`src/rtl/sd_channel_scheduler.sv`:
```
// sd_channel_scheduler: round-robin time-multiplexing of one sigma-delta modulator with sinc1 decimation.
// Optional feature macro SD_SCHED_BIPOLAR_EN: result is 2*ones-OSR (two's complement) instead of the ones count.
module sd_channel_scheduler #(
    parameter int NCH    = 4,
    parameter int OSR    = 64,
    parameter int SETTLE = 4,
    parameter int CHW    = $clog2(NCH),
    parameter int CW     = $clog2(OSR + 1)
) (
    input  logic           clk,
    input  logic           reset,
    input  logic           run,
    input  logic [NCH-1:0] ch_en,
    output logic [CHW-1:0] mod_sel,
    output logic           mod_clr,
    output logic           mod_en,
    input  logic           mod_bit,
    output logic [CW:0]    out_data,
    output logic [CHW-1:0] out_ch,
    output logic           out_valid,
    input  logic           out_ready,
    output logic           busy
);
    localparam int KW = $clog2(OSR + SETTLE + 1);
    typedef enum logic [2:0] {S_IDLE, S_SELECT, S_SETTLE, S_CONVERT, S_OUTPUT} state_t;
    state_t state_q, state_d;
    logic [KW-1:0] cyc_q, cyc_d;
    logic [CW-1:0] ones_q, ones_d, ones_total;
    logic [CHW-1:0] last_q, last_d, mod_sel_q, mod_sel_d, out_ch_q, out_ch_d, pick, idx;
    logic [CW:0] out_data_q, out_data_d, result;
    logic mod_clr_q, mod_clr_d, mod_en_q, mod_en_d, out_valid_q, out_valid_d, busy_q, busy_d;
    logic last_cyc, fin;
    assign ones_total = ones_q + CW'(mod_bit);
`ifdef SD_SCHED_BIPOLAR_EN
    localparam logic [CW:0] OSR_W = (CW + 1)'(OSR);
    assign result = {ones_total, 1'b0} - OSR_W;
`else
    assign result = {1'b0, ones_total};
`endif
    assign mod_sel   = mod_sel_q;
    assign mod_clr   = mod_clr_q;
    assign mod_en    = mod_en_q;
    assign out_data  = out_data_q;
    assign out_ch    = out_ch_q;
    assign out_valid = out_valid_q;
    assign busy      = busy_q;
    // state and datapath registers with synchronous active-low reset
    always_ff @(posedge clk) begin
        if (!reset) begin
            state_q     <= S_IDLE;
            cyc_q       <= '0;
            ones_q      <= '0;
            last_q      <= CHW'(NCH - 1);
            mod_sel_q   <= '0;
            mod_clr_q   <= 1'b0;
            mod_en_q    <= 1'b0;
            out_data_q  <= '0;
            out_ch_q    <= '0;
            out_valid_q <= 1'b0;
            busy_q      <= 1'b0;
        end else begin
            state_q     <= state_d;
            cyc_q       <= cyc_d;
            ones_q      <= ones_d;
            last_q      <= last_d;
            mod_sel_q   <= mod_sel_d;
            mod_clr_q   <= mod_clr_d;
            mod_en_q    <= mod_en_d;
            out_data_q  <= out_data_d;
            out_ch_q    <= out_ch_d;
            out_valid_q <= out_valid_d;
            busy_q      <= busy_d;
        end
    end
    // next state: settle and convert phases end on their cycle budget
    always_comb begin
        state_d  = state_q;
        last_cyc = (state_q == S_SETTLE) ? (cyc_q == KW'(SETTLE - 1)) : (cyc_q == KW'(OSR - 1));
        case (state_q)
            S_IDLE:    state_d = (run && |ch_en) ? S_SELECT : S_IDLE;
            S_SELECT:  state_d = |ch_en ? S_SETTLE : S_IDLE;
            S_SETTLE:  state_d = last_cyc ? S_CONVERT : S_SETTLE;
            S_CONVERT: state_d = last_cyc ? S_OUTPUT : S_CONVERT;
            S_OUTPUT:  state_d = !out_ready ? S_OUTPUT : (run ? S_SELECT : S_IDLE);
            default:   state_d = S_IDLE;
        endcase
    end
    // outputs and datapath: round-robin pick, ones counting, result capture
    always_comb begin
        pick = last_q;
        idx  = last_q;
        for (int k = NCH; k >= 1; k--) begin
            idx = CHW'((int'(last_q) + k) % NCH);
            if (ch_en[idx]) pick = idx;
        end
        fin         = (state_q == S_CONVERT) && last_cyc;
        cyc_d       = (state_d == state_q) ? cyc_q + KW'(1) : '0;
        ones_d      = (state_q == S_SETTLE) ? '0 : (state_q == S_CONVERT) ? ones_total : ones_q;
        mod_sel_d   = (state_q == S_SELECT && |ch_en) ? pick : mod_sel_q;
        last_d      = (state_q == S_SELECT && |ch_en) ? pick : last_q;
        out_data_d  = fin ? result : out_data_q;
        out_ch_d    = fin ? mod_sel_q : out_ch_q;
        out_valid_d = state_d == S_OUTPUT;
        mod_clr_d   = state_d == S_SETTLE;
        mod_en_d    = state_d == S_CONVERT;
        busy_d      = state_d != S_IDLE;
    end
endmodule

```
`config.mk`:
```
export PLATFORM = sky130hd
export DESIGN_NAME = sd_channel_scheduler
export DESIGN_NICKNAME = d
export VERILOG_FILES = /design/src/rtl/sd_channel_scheduler.sv
export SDC_FILE = /design/constraint.sdc
export NUM_CORES = 1
export LEC_CHECK = 0
export CAP_MARGIN = 15
export CORE_ASPECT_RATIO = 0.6
export CORE_MARGIN = 4
export CORE_UTILIZATION = 46
export DETAILED_ROUTE_END_ITERATION = 12
export PLACE_DENSITY = 0.67
export SYNTH_ARGS = -nofsm -noshare
export SYNTH_HDL_FRONTEND = slang
export SYNTH_SLANG_ARGS = --single-unit
```
`constraint.sdc`:
```
create_clock -name clk -period 1.8 [get_ports clk]
set_input_delay 0.18 -clock clk [delete_from_list [all_inputs] [get_ports clk]]
set_output_delay 0.18 -clock clk [all_outputs]
set_load 0.02 [all_outputs]
```
==> After elaboration in Yosys (flattened, before gate mapping) <==
Index checks and enable logic that the tools add are counted.
{ "word_totals": {"reg_bits": 34, "elab_cells": 60} }
{ "op_classes": {"addsub": 6, "magnitude_cmp": 4, "eq_ne": 10, "n_mux": 20, "n_bitwise": 1, "n_reduce_logical": 8} }
{ "ops": {"columns": ["op", "n"], "rows": [
  ["$pmux 3 s5", 1],
  ["$eq 3x2->1 const B", 4],
  ["$lt 2x3->1 const B", 4],
  ["$mux 2", 5],
  ["$bmux 1 s2", 4],
  ["$mux 1", 8],
  ["$add 7x1->7", 1],
  ["$add 7x1->7 const B", 1],
  ["$eq 7x2->1 const B", 1],
  ["$eq 7x6->1 const B", 1],
  ["$eq 3x3->1 const B", 2],
  ["$mux 3", 2],
  ["$add 2x1->2 const B", 2],
  ["$add 2x2->2 const B", 2],
  ["$reduce_or 4->1", 1],
  ["$eq 3x1->1 const B", 1],
  ["$eq 3x3->1", 1],
  ["$logic_and 1x1->1", 3],
  ["$logic_not 3->1", 1],
  ["$reduce_bool 3->1", 1],
  ["$reduce_and 2->1", 1],
  ["$reduce_or 2->1", 1],
  ["$not 1->1", 1]
]} }

==> Longest topological paths before layout <==
Gate-level depths: netlist (run 1).
{ "depth": {"word_depth": 7, "ltp_mapped": 6} }

==> Worst setup path before layout (run 1) <==
No wires, ideal clock.
{ "synth_path": {"path_kind": "reg-to-reg", "from": "register cyc_q[0]", "to": "register out_data_q[1], in the netlist out_data[1]", "setup_time_ns": 0.128, "arrival_time_ns": 1.535, "required_time_ns": 1.672, "path_slack_ns": 0.138, "stages_incl_launch_ff": 7, "n_path_buf": 1, "path_cell_list": "dfxtp_1 -> ha_1 -> nand3_1 -> nor3_4 -> buf_2 -> mux2i_1 -> nor2_1"} }
{ "synth_between": {"elab_chain_len": 3, "elab_cells_between_ends": 4, "classes_between": "eq/ne: 2; mux: 1; reduce/logical: 1"} }
{ "synth_lines": {"columns": ["element", "line", "text"], "rows": [
  ["start: declaration", "27", "logic [KW-1:0] cyc_q, cyc_d;"],
  ["start signal: assignment", "63", "cyc_q <= cyc_d;"],
  ["$eq 7x6->1 / $eq 7x2->1 (equally long branches)", "78", "last_cyc = (state_q == S_SETTLE) ? (cyc_q == KW'(SETTLE - 1)) : (cyc_q == KW'(OSR - 1));"],
  ["$mux 1 *", "78", null],
  ["$logic_and 1x1->1 *", "96", "fin = (state_q == S_CONVERT) && last_cyc;"],
  ["end signal: assignment", "69", "out_data_q <= out_data_d;"],
  ["end: declaration", "30", "logic [CW:0] out_data_q, out_data_d, result;"]
]} }
Mark *: on every way between the ends. The rest lies on a longest branch, timed or not.
A chain may end at the register's enable or synchronous reset.

==> Worst setup path in the final report (run 1) <==
{ "layout_path": {"from": "input ch_en[1]", "to": "register busy_q, in the netlist busy"} }
{ "layout_between": {"elab_chain_len": 5, "elab_cells_between_ends": 6, "classes_between": "mux: 3; reduce/logical: 3"} }
{ "layout_lines": {"columns": ["element", "line", "text"], "rows": [
  ["start: declaration", "13", "input logic [NCH-1:0] ch_en,"],
  ["$reduce_or 4->1 *", "80, 81", null],
  ["$logic_and 1x1->1", "80", "S_IDLE: state_d = (run && |ch_en) ? S_SELECT : S_IDLE;"],
  ["$mux 1", "80", null],
  ["$pmux 3 s5 *", "79", "case (state_q)"],
  ["$reduce_bool 3->1 *", "106", "busy_d = state_d != S_IDLE;"],
  ["end signal: assignment", "72", "busy_q <= busy_d;"],
  ["end: declaration", "31", "logic mod_clr_q, mod_clr_d, mod_en_q, mod_en_d, out_valid_q, out_valid_d, busy_q, busy_d;"]
]} }
Marks and branches as above.

==> results of run 1 <==
==> flip-flops by register name (all words and copies together) (netlist names) <==
name and cells:
out_data 7, mod_sel 2, cyc_q 7, busy 1, last_q 2, mod_en 1
out_ch 2, state_q 3, out_valid 1, mod_clr 1, ones_q 7
==> critical path: stages <==
cell	delay, ps
clkdlybuf4s50_1	420
or4_4	570
o2111ai_2	230
a31oi_1	130
or3_1	350
==> Yosys cell counts, types with 3 or more instances <==
master    instances  share of area [%]
ha_1              3                2.4
clkbuf_1          5                1.2
xnor2_1           4                2.2
inv_1             4               0.96
nand2_1          10                2.4
nor3_1            5                1.6
a21oi_1          10                3.2
nor2_1           22                5.3
o21ai_0           9                2.9
nand3_1           7                2.2
nand2b_1          8                3.2
a31oi_1           3                1.2
dfxtp_1          34                 43
mux2i_1           4                2.6
o21a_1            6                2.9
a211oi_1          5                2.4
xor2_1            4                2.2
nand3b_1          4                1.9
==> metal layers <==
layer | track usage [%] | vias to the layer above | routed length [um]
met5 | 0 | - | 0
met4 | 6.52 | 0 | 22
met2 | 29.5 | 50 | 1630
li1 | - | 710 | -
met1 | 22.9 | 659 | 1800
met3 | 6.07 | 4 | 210
==> cell families after synthesis <==
kind of cell	Yosys count	share of synthesized area [%]
compound gates	44	18.5
xor+xnor	8	4.47
fa+ha+maj	3	2.39
buf+inv	12	3.19
flops	34	43.4
mux	4	2.55
other cells	1	0.239
simple gates	73	25.3
==> power breakdown <==
| group | total [uW] | internal [uW] | switching (uW) |
|---|---|---|---|
| Clock | 652 | 386 | 266 |
| Combinational | 261 | 126 | 135 |
| Sequential | 828 | 787 | 40.7 |
==> area by class of cell <==
| cell class | instances | area, sq um |
|---|---|---|
| inverters | 5 | 18.8 |
| repair buffers | 36 | 340 |
| clock buffers | 8 | 110 |
| flip-flops and latches | 34 | 681 |
| well taps | 45 | 56.3 |
| multi-input cells | 133 | 843 |
| fillers | 286 | 1210 |
==> worst max-delay path by stage <==
stage          slack [ps]                 from                        to
3_5_place_dp         -210             ch_en[1]           busy$_SDFF_PN0_
5_1_grt                20             ch_en[1]           busy$_SDFF_PN0_
6_report               80             ch_en[1]           busy$_SDFF_PN0_
4_1_cts                80  cyc_q[0]$_SDFF_PN0_           busy$_SDFF_PN0_
2_1_floorplan         140  cyc_q[0]$_SDFF_PN0_  out_data[1]$_SDFFE_PN0P_
3_3_place_gp         -160             ch_en[1]           busy$_SDFF_PN0_
==> stage by stage <==
| step | TNS [ps] | hold slack [ps] | utilization, % | setup WS, ps |
|---|---|---|---|---|
| 3_5_place_dp | -1030 | 432 | 59.3 | -213 |
| 6_report | 0 | 455 | 62.8 | 81.4 |
| 2_1_floorplan | 0 | 256 | - | 138 |
| 5_1_grt | 0 | 491 | 62.8 | 16.6 |
| 4_1_cts | 0 | 453 | 62.7 | 79.0 |
| 3_3_place_gp | -615 | 423 | 59.3 | -160 |
==> what timing repair did <==
| action | in CTS | in global routing |
|---|---|---|
| gates resized for setup | 0 | 2 |
| endpoints found under the setup margin | 0 | 3 |
| hold endpoints to repair | 0 | 0 |
| hold buffers | 0 | 0 |
==> impl_metrics.ini, run 1 <==
[outcome]
status = completed

[die]
start_util_pct = 48.1
core.rowCount = 16
ioPinCount = 25
die_w_um = 83.4
die-height_um = 53.2
die_area_sq_um = 4440
coreArea_sq_um = 3260

[yosys]
netlist_area_sq_um = 1570
synth_flop_cell = dfxtp_1
synth.distinct_cells = 44
ys_seq_area_share_pct = 43.4
synth_nets = 191
postSynthAreaPerCell_sq_um = 8.77
synth_warnings = 0
synthCells = 179
synthArstFlopShare_pct = 0
synth_edf_count = 0
ys_seq_elements = 34

[grt]
track_usage_pct = 18.2
antenna_found_initial = 0
grt_pass1_wl_mm = 6.25
grt_max_degree = 19
grt_pass1_vias = 1368
overflow = 0

[setup_path]
critPathArrivalTime_ps = 1880
crit_type = primary input to flop
crit-reg2reg-launch = cyc_q[0]$_SDFF_PN0_
required_ps = 1970
crit_fanout = 4
rrSetupSlack_ps = 170
r2r_end = busy$_SDFF_PN0_
crit_path_end_kind = flop
start_kind = primary input
r2r_cells = 5

[power]
total_power_uw = 1740
power_leakage_uw = 0.000751
powerDensity_nw_per_um2 = 849
peakVddDrop_mv = 0.550

[clocking]
cts_tree = done
clockRootBuffer = clkbuf_8
clkTransAtPathRegs_ps = 70
clock-sinks = 34
cts_setup_buffers = 0
htree_levels = 2
clockBufferDepth = 2
cts_buffers = 5
clk_latency_ps = 280

[route]
first_iter_violations = 75
wl_mm = 3.67
drt-vias-per-instance = 5.45
ant_nets = 0
wl_per_cell_um = 14.0
drc = 0
dr.pass1.iters = 4
vias = 1423

[timing]
max_freq_mhz = 582
final_hold_viol_count = 0
rsz0062_at_grt = no
slew_violations = 0
min_period_over_period_pct = 95.5
period_minus_slack_ps = 1720
finClkSkew_ps = 5.22
setup_viol_count_final = 0

[finish]
fin_cells = 261
final_nets = 227
drive_gt1_share_pct = 12.5
layout_common_cells = dfxtp_1 (34), clkdlybuf4s50_1 (23), nor2_1 (22)
final_common_cell = dfxtp_1
layout-area-overhead-vs-synth_pct = 30.6
n_antenna_cell = 0
final_cell_area_sq_um = 2050

[placement]
portBuffers = 23
place_inst = 253
place.gp.congestion = 0.878
placed_area_sq_um = 1930
place.detailed.hpwl_mm = 2.75

[worst_hold_path]
hp-start = cyc_q[0]$_SDFF_PN0_
holdPathEnd = cyc_q[0]$_SDFF_PN0_
holdPathStages = 1
min-delay-path-class = flop to flop

[flow_run]
cap_viol_max_count = 0
No activity file was read; power rests on OpenSTA's default activity.
==> inputs of run 2 (changes only) <==
CTS_BUF_LIST = sky130_fd_sc_hd__clkbuf_4 sky130_fd_sc_hd__clkbuf_8 sky130_fd_sc_hd__clkbuf_16   (was unset)
==> results of run 2 <==
Same layout as run 1: the final DEF is identical, and so are final timing and power.
